--- config.mk ---
export PLATFORM = sky130hd
export DESIGN_NAME = ccc_pll_seq_ctrl
export DESIGN_NICKNAME = d
export VERILOG_FILES = /design/src/rtl/ccc_pll_seq_ctrl.sv
export SDC_FILE = /design/constraint.sdc
export NUM_CORES = 1
export LEC_CHECK = 0
export BUFFER_PORTS_ARGS = -buffer_cell sky130_fd_sc_hd__buf_2
export CORE_UTILIZATION = 57
export DETAILED_ROUTE_END_ITERATION = 12
export GPL_TIMING_DRIVEN = 1
export PLACE_DENSITY = 0.8
export SLEW_MARGIN = 20
export SYNTH_ARGS = -nofsm -noshare
export SYNTH_HDL_FRONTEND = slang
export SYNTH_SLANG_ARGS = --single-unit
--- constraint.sdc ---
create_clock -name CLK -period 2.8 [get_ports CLK]
set_input_delay 0.56 -clock CLK [delete_from_list [all_inputs] [get_ports CLK]]
set_output_delay 0.56 -clock CLK [all_outputs]
set_load 0.005 [all_outputs]
--- src/rtl/ccc_pll_seq_ctrl.sv ---
// CCC/PLL power-up and lock supervisor: sequences PLL power-down/reset, qualifies LOCK, releases fabric reset.
// Optional feature macro: CCC_SEQ_LOSS_RECOVERY_EN (lock loss in RUN re-enters ARST instead of FAULT).
module ccc_pll_seq_ctrl #(
    parameter int ARST_CYCLES   = 16,
    parameter int LOCK_TIMEOUT  = 4096,
    parameter int STABLE_CYCLES = 256,
    parameter int MAX_RETRIES   = 3
) (
    input  logic       CLK,
    input  logic       RESET,
    input  logic       ENABLE,
    input  logic       RESTART,
    input  logic       LOCK,
    output logic       PLL_POWERDOWN_N,
    output logic       PLL_ARST_N,
    output logic       FAB_RESET_N,
    output logic       READY,
    output logic       FAULT,
    output logic [3:0] RETRY_CNT,
    output logic [7:0] LOSS_CNT
);
    localparam int ARST_W = (ARST_CYCLES > 1) ? $clog2(ARST_CYCLES) : 1;
    localparam int TO_W   = (LOCK_TIMEOUT > 1) ? $clog2(LOCK_TIMEOUT) : 1;
    localparam int ST_W   = (STABLE_CYCLES > 1) ? $clog2(STABLE_CYCLES) : 1;

    // Each counter starts at 0 on entry, so "limit reached" is a match against limit-1.
    localparam logic [ARST_W-1:0] ARST_LAST = ARST_W'(ARST_CYCLES - 1);
    localparam logic [TO_W-1:0]   TO_LAST   = TO_W'(LOCK_TIMEOUT - 1);
    localparam logic [ST_W-1:0]   ST_LAST   = ST_W'(STABLE_CYCLES - 1);
    localparam logic [3:0]        RETRY_MAX = 4'(MAX_RETRIES);

    typedef enum logic [2:0] {
        S_OFF, S_ARST, S_WAIT_LOCK, S_STABLE, S_RUN, S_FAULT
    } state_t;

    state_t            r_state;
    state_t            w_next_state;
    logic              r_lock_meta;
    logic              r_lock_s;
    logic [ARST_W-1:0] r_arst_cnt;
    logic [TO_W-1:0]   r_to_cnt;
    logic [ST_W-1:0]   r_st_cnt;
    logic [3:0]        r_retry_cnt;
    logic [7:0]        r_loss_cnt;
    logic              w_arst_entry;
    logic              w_retry_clr;
    logic              w_retry_inc;
    logic              w_loss_inc;
    logic              w_timeout;
    logic              w_stable_done;
    logic              w_pwrdn_n;
    logic              w_arst_n;
    logic              w_fab_rst_n;
    logic              w_ready;
    logic              w_fault;
    logic              r_pwrdn_n;
    logic              r_arst_n;
    logic              r_fab_rst_n;
    logic              r_ready;
    logic              r_fault;

    // NOTE: sequential state uses non-blocking (<=) so every flop samples pre-edge values.
    always_ff @(posedge CLK) begin
        if (RESET) begin
            r_lock_meta <= 1'b0;
            r_lock_s    <= 1'b0;
        end else begin
            r_lock_meta <= LOCK;
            r_lock_s    <= r_lock_meta;
        end
    end

    // NOTE: reset is synchronous, so it only needs to sit first in the clocked if-chain.
    always_ff @(posedge CLK) begin
        if (RESET) begin
            r_state     <= S_OFF;
            r_arst_cnt  <= '0;
            r_to_cnt    <= '0;
            r_st_cnt    <= '0;
            r_retry_cnt <= '0;
            r_loss_cnt  <= '0;
        end else begin
            r_state <= w_next_state;

            if (w_arst_entry)
                r_arst_cnt <= '0;
            else if (r_state == S_ARST && r_arst_cnt != ARST_LAST)
                r_arst_cnt <= r_arst_cnt + 1'b1;

            // Timeout spans WAIT_LOCK/STABLE bounces; only a fresh ARST restarts it.
            if (w_arst_entry)
                r_to_cnt <= '0;
            else if ((r_state == S_WAIT_LOCK || r_state == S_STABLE) && r_to_cnt != TO_LAST)
                r_to_cnt <= r_to_cnt + 1'b1;

            if (r_state != S_STABLE || w_next_state != S_STABLE)
                r_st_cnt <= '0;
            else if (r_st_cnt != ST_LAST)
                r_st_cnt <= r_st_cnt + 1'b1;

            if (w_retry_clr)
                r_retry_cnt <= '0;
            else if (w_retry_inc)
                r_retry_cnt <= r_retry_cnt + 4'd1;

            if (w_loss_inc && r_loss_cnt != 8'hFF)
                r_loss_cnt <= r_loss_cnt + 8'd1;
        end
    end

    // NOTE: every combinational output gets a default first, so no path can infer a latch.
    always_comb begin
        w_next_state  = r_state;
        w_arst_entry  = 1'b0;
        w_retry_clr   = 1'b0;
        w_retry_inc   = 1'b0;
        w_loss_inc    = 1'b0;
        w_timeout     = (r_to_cnt == TO_LAST);
        w_stable_done = r_lock_s && (r_st_cnt == ST_LAST);

        if (!ENABLE) begin
            w_next_state = S_OFF;
            w_retry_clr  = 1'b1;
        end else if (RESTART) begin
            w_next_state = S_ARST;
            w_arst_entry = 1'b1;
            w_retry_clr  = 1'b1;
        end else begin
            case (r_state)
                S_OFF: begin
                    w_next_state = S_ARST;
                    w_arst_entry = 1'b1;
                end
                S_ARST: begin
                    if (r_arst_cnt == ARST_LAST)
                        w_next_state = S_WAIT_LOCK;
                end
                S_WAIT_LOCK, S_STABLE: begin
                    if (r_state == S_STABLE && w_stable_done) begin
                        w_next_state = S_RUN;
                    end else if (w_timeout) begin
                        if (r_retry_cnt < RETRY_MAX) begin
                            w_retry_inc  = 1'b1;
                            w_next_state = S_ARST;
                            w_arst_entry = 1'b1;
                        end else begin
                            w_next_state = S_FAULT;
                        end
                    end else if (r_state == S_WAIT_LOCK && r_lock_s) begin
                        w_next_state = S_STABLE;
                    end else if (r_state == S_STABLE && !r_lock_s) begin
                        w_next_state = S_WAIT_LOCK;
                    end
                end
                S_RUN: begin
                    if (!r_lock_s) begin
                        w_loss_inc = 1'b1;
`ifdef CCC_SEQ_LOSS_RECOVERY_EN
                        w_next_state = S_ARST;
                        w_arst_entry = 1'b1;
`else
                        w_next_state = S_FAULT;
`endif
                    end
                end
                S_FAULT: w_next_state = S_FAULT;
                default: w_next_state = S_OFF;
            endcase
        end
    end

    // Outputs decode the next state so they register on the same edge as the state change.
    always_comb begin
        w_pwrdn_n   = 1'b0;
        w_arst_n    = 1'b0;
        w_fab_rst_n = 1'b0;
        w_ready     = 1'b0;
        w_fault     = 1'b0;
        case (w_next_state)
            S_ARST:                 w_pwrdn_n = 1'b1;
            S_WAIT_LOCK, S_STABLE: begin
                w_pwrdn_n = 1'b1;
                w_arst_n  = 1'b1;
            end
            S_RUN: begin
                w_pwrdn_n   = 1'b1;
                w_arst_n    = 1'b1;
                w_fab_rst_n = 1'b1;
                w_ready     = 1'b1;
            end
            S_FAULT:                w_fault = 1'b1;
            default:                w_pwrdn_n = 1'b0;
        endcase
    end

    always_ff @(posedge CLK) begin
        if (RESET) begin
            r_pwrdn_n   <= 1'b0;
            r_arst_n    <= 1'b0;
            r_fab_rst_n <= 1'b0;
            r_ready     <= 1'b0;
            r_fault     <= 1'b0;
        end else begin
            r_pwrdn_n   <= w_pwrdn_n;
            r_arst_n    <= w_arst_n;
            r_fab_rst_n <= w_fab_rst_n;
            r_ready     <= w_ready;
            r_fault     <= w_fault;
        end
    end

    assign PLL_POWERDOWN_N = r_pwrdn_n;
    assign PLL_ARST_N      = r_arst_n;
    assign FAB_RESET_N     = r_fab_rst_n;
    assign READY           = r_ready;
    assign FAULT           = r_fault;
    assign RETRY_CNT       = r_retry_cnt;
    assign LOSS_CNT        = r_loss_cnt;

endmodule

== Yosys cells after proc, flatten, opt, wreduce, memory -nomap -nowiden ==
Index checks and enable logic that the tools add are counted.

* $add $sub $neg: 5
* Multiply operators: 0
* Divide/modulo/power cells: 0
* Order comparisons: 1
* Equality and inequality tests: 19
* Shift-type cells: 0
* Multiplexer cells: 29
* Bitwise gates (word level): 0
* Reduce and logical (&&, ||, !) cells: 17

{| class="wikitable"
|+ Operators with widths
! operator !! count
|-
| two-way mux 3 bit || 9
|-
| two-way mux 1 bit || 18
|-
| adder 8 x 1 -> 8 bit, second input constant || 2
|-
| inequality test 8 bit, second input constant || 2
|-
| case mux 3 bit (5 select lines) || 1
|-
| adder 12 x 1 -> 12 bit, second input constant || 1
|-
| == test 12 bit, second input constant || 1
|-
| == test 3 x 2 -> 1 bit, second input constant || 4
|-
| == test 3 bit, second input constant || 4
|-
| inequality test 12 bit, second input constant || 1
|-
| adder 4 x 1 -> 4 bit, second input constant || 2
|-
| == test 8 bit, second input constant || 1
|-
| OR reduction 2 bit || 4
|-
| logical AND 1 bit || 7
|-
| == test 3 x 1 -> 1 bit, second input constant || 2
|-
| inequality test 3 x 2 -> 1 bit, second input constant || 2
|-
| == test 4 bit, second input constant || 1
|-
| less-than comparator 4 x 2 -> 1 bit, second input constant || 1
|-
| inequality test 4 bit, second input constant || 1
|-
| OR reduction 4 bit || 1
|-
| zero test 3 bit || 1
|-
| OR reduction 3 bit || 1
|-
| logical OR 1 bit || 2
|-
| case mux 1 bit (2 select lines) || 1
|-
| zero test 1 bit || 1
|}

* Register bits: 45
* Latch bits: 0
* Memory bits (writable): 0
* Bits in read-only memories: 0
* Input port bits: 5
* Output and inout bits: 17
* Logic and storage cells: 83
* Memories: 0

== Depth between registers and ports, before layout ==
* Depth in word-level cells: 12
* Gate-level depth with buffers: 9
* Gate-level depth less buffers: 7

== Least setup slack after synthesis ==
OpenSTA, ideal clock, no wires.

* Kind: register to register
* Start point: register r_st_cnt[0]
* End point: register r_pwrdn_n, in the netlist PLL_POWERDOWN_N
* Setup time: 134 ps
* Arrival: 1896 ps
* Required time: 2666 ps
* Slack: 770 ps
* Stages on the path, launching flop included: 9
* Path buffers: 1
* Period minus slack after synthesis: 2030 ps
* Cells stage by stage: dfxtp_1 > ha_1 > nand4_2 > or2_1 > buf_6 > o221a_1 > o41a_4 > nor3_2 > a211oi_1

* Cells in the longest elaborated chain, start to end: 10
* Elaborated cells between the ends (all ways): 13
* Classes of those cells: eq/ne (5); mux (5); reduce/logical (3)

{| class="wikitable"
|+ Ends and longest elaborated chain
! element !! RTL line !! source
|-
| start: declaration || 42 || <nowiki>logic [ST_W-1:0] r_st_cnt;</nowiki>
|-
| start signal: assignment || 99 || <nowiki>r_st_cnt <= r_st_cnt + 1'b1;</nowiki>
|-
| == test 8 bit * || 119 || <nowiki>w_stable_done = r_lock_s && (r_st_cnt == ST_LAST);</nowiki>
|-
| logical AND 1 bit * || 119 ||
|-
| logical AND 1 bit * || 139 || <nowiki>if (r_state == S_STABLE && w_stable_done) begin</nowiki>
|-
| two-way mux 3 bit * || 139 ||
|-
| case mux 3 bit (5 select lines) * || 129 || <nowiki>case (r_state)</nowiki>
|-
| two-way mux 3 bit * || 124 || <nowiki>end else if (RESTART) begin</nowiki>
|-
| two-way mux 3 bit * || 121 || <nowiki>if (!ENABLE) begin</nowiki>
|-
| == test 3 bit, or another cell as far along || 179 || <nowiki>case (w_next_state)</nowiki>
|-
| OR reduction 4 bit (no line) * || n/a ||
|-
| two-way mux 1 bit * || 179 ||
|-
| end signal: assignment || 204 || <nowiki>r_pwrdn_n <= w_pwrdn_n;</nowiki>
|-
| end: declaration || 56 || <nowiki>logic r_pwrdn_n;</nowiki>
|}

Mark *: on every way between the ends. The rest lies on a longest branch, timed or not.
A chain may end at the register's enable or synchronous reset.

== Worst setup path after layout ==
* Start point: register r_st_cnt[0]
* End point: register r_arst_cnt[2]

* Cells in the longest elaborated chain, start to end: 8

{| class="wikitable"
|+ Ends and longest elaborated chain
! element !! RTL line !! source
|-
| == test 8 bit || 119 ||
|-
| logical AND 1 bit || 119 ||
|-
| logical AND 1 bit || 139 ||
|-
| two-way mux 1 bit || 139 ||
|-
| case mux 1 bit (2 select lines) || 129 ||
|-
| two-way mux 1 bit || 124 ||
|-
| two-way mux 1 bit || 121 ||
|-
| OR reduction 2 bit (no line) || n/a ||
|-
| end signal: assignment || 88 || <nowiki>r_arst_cnt <= r_arst_cnt + 1'b1;</nowiki>
|-
| end: declaration || 40 || <nowiki>logic [ARST_W-1:0] r_arst_cnt;</nowiki>
|}

No other way between the ends.

==> results.toml <==
[synthesis]
synth_edf_count = 0
synthArstFlopShare_pct = 0
syn_inst = 223
ys_top_cells_by_count = "dfxtp_1 (45), nor2_1 (35), nand3_1 (14), xnor2_1 (12)"
ys_seq_area_share_pct = 43.8
ys_types = 41
synth_most_common_cell = "dfxtp_1"
synth-seq-cells = 45
yosys.area.top_type = "dfxtp_1"
syn_area_per_cell_sq_um = 9.22
synth_area_leaders = "dfxtp_1 (44%), nor2_1 (6.4%), xnor2_1 (5.1%)"
synth_top_area_share_pct = 43.8
synth_warnings = 0
syn-num-nets = 233
synth_ff_type = "dfxtp_1"
synth_area_sq_um = 2060

[global_routing]
grt_overflow = 0
grt_pass1_wl_mm = 5.90
antenna_found_initial = 0
grt_max_degree = 18
grt_util_met3_pct = 6.21
grt_pass1_vias = 1347
use_met1_pct = 27.7
grt_util_all_layers_pct = 21.3
top_usage_layer = "met2"
use_met2_pct = 33.9

[timing]
min_period_ps = 2290
setup_violations = 0
slew_violations = 0
tightest_slew_ps = 551
fin_skew_ps = 8.01
rsz0062_at_grt = "no"
fin_setup_tns_ps = 0
hold_viol = 0
max_freq_mhz = 436
slew_headroom_pct = 63.3
min_period_over_period_pct = 81.9

[route]
drc_errors = 0
wl_per_cell_um = 12.0
drtAntennaViolNets = 0
drt_pass1_iterations = 4
drt_wl_total_mm = 3.49
num_vias = 1585
via_per_inst = 5.47
first_iter_violations = 79

[setup_path]
path_class = "register to register"
cp.arrival_ps = 2580
path_max_fanout = 16
crit_chain = "ha_1 -> nand4_2 -> nor3_1 -> nor4b_4 -> o31ai_1 -> nand2b_1 -> nor3_1"
cp_common_cell = "nor3_1"
max_stage_delay_ps = 460
r2r_cells = 7
worstSetupEndpointType = "register"
crit_required_ps = 3080
slowest_stage = "nor3_1"
setup.worst_path.start_class = "register"

[power]
leakage_nw = 0.882
power.density_nw_per_um2 = 438
ir_drop_v = 0.000326

[finish]
layout.cells.non_filler = 290
area_growth_pct = 7.85
antenna_cells = 0
drive_gt1_share_pct = 14.3
nets = 253
fillers = 296

[floorplan]
core_area_sq_um = 3390
dieHeight_um = 62.1
ios = 22
core.rowCount = 21
fp.dieArea_sq_um = 3850
die_w_um = 62.1
start_util_pct = 60.7

[clock_tree]
hold_buffers = 0
numCtsBuffers = 5
cts_repair_resize_count = 0
h-tree-depth = 2
cts_num_sinks = 45
root_buffer = "clkbuf_4"
clk_pin_slew_worst_paths_ps = 120
clock_path_buffers = 2
cts_setup_buffers = 0
cts_tree = "yes"
insertion_delay_ps = 350

[place]
hpwl_mm = 2.64
placed_cells = 282
gp_congestion = 0.801
portBuffers = 21

[worst_hold_path]
hold_path_depth = 2
hold_path_class = "input pin to register"

[flow_run]
cap_viol_max_count = 0

[run_status]
status = "complete, no violations"
worst max-delay path: cells and delay by family (launching register included):
| family | cells | cell delay, ps |
|---|---|---|
| AND/OR/NAND/NOR | 5 | 1350 |
| flip-flops | 1 | 380 |
| AO/OA/AOI/OAI | 1 | 260 |
| adder cells (fa/ha/maj) | 1 | 220 |
routing by layer:
layer	up-vias	share of wire [%]
met5	-	0
met4	0	1.3
met3	4	3.8
met2	29	46
met1	735	49
li1	817	-
power breakdown:
group          leakage, nW  internal, mW  switching (mW)  total (mW)
sequential           0.363         0.644         0.00311       0.647
combinational        0.487        0.0117          0.0192      0.0309
clock               0.0320        0.0959           0.197       0.293
total                0.882         0.751           0.220       0.971
layout make-up:
| type | instances | area, sq um | area share (%) |
|---|---|---|---|
| clock inverter | 2 | 10.0 | 0.451 |
| sequential | 45 | 901 | 40.6 |
| inverter | 2 | 7.51 | 0.338 |
| multi-input combinational | 168 | 1100 | 49.4 |
| tap | 46 | 57.6 | 2.59 |
| timing repair buffer | 21 | 105 | 4.74 |
| clock buffer | 6 | 41.3 | 1.86 |
layout by cell type, fill, tap and decap left out, types with 6 or more instances in the layout:
cell	n
dfxtp_1	45
nor2_1	35
buf_2	21
nand3_1	14
xnor2_1	12
nand2_1	11
nor3_1	11
xor2_1	10
nor2b_1	8
nand4_1	7
o21ai_0	7
and3_1	6
logic make-up after synthesis:
kind of cell,synth area share [%]
AOI/OAI and AO/OA,7.12
xor gates and xnor gates,9.37
adders and majority gates,3.04
buffers and inverters,2.92
DFF,43.8
muxes,1.95
and+or+nand+nor,31.8
flip-flops by register name (all words and copies together), names as in the netlist:
signal / cells
r_state: 3
r_arst_cnt: 4
r_to_cnt: 12
READY: 1
PLL_POWERDOWN_N: 1
FAULT: 1
r_lock_meta: 1
PLL_ARST_N: 1
RETRY_CNT: 4
r_st_cnt: 8
r_lock_s: 1
LOSS_CNT: 8
per-stage QoR:
stage          power (mW)  util [%]  worst slack [ps]  instance area, sq um  hold slack, ps
5_1_grt              1.01      65.4               257                  2220             406
6_report            0.971      65.4               507                  2220             433
4_1_cts             0.977      65.4               464                  2220             417
2_1_floorplan       0.686         -               770                  2060             414
3_3_place_gp        0.692      63.9               574                  2170             420
3_5_place_dp        0.692      63.9               499                  2170             430
final timing paths:
kind	start	end	slack, ps
min	LOCK	r_lock_meta	430
max reg2reg	r_st_cnt[0]	r_arst_cnt[2]	510
max	r_st_cnt[0]	r_arst_cnt[2]	510
min reg2reg	r_lock_meta	r_lock_s	450
Power figures use the tool's default switching activity.
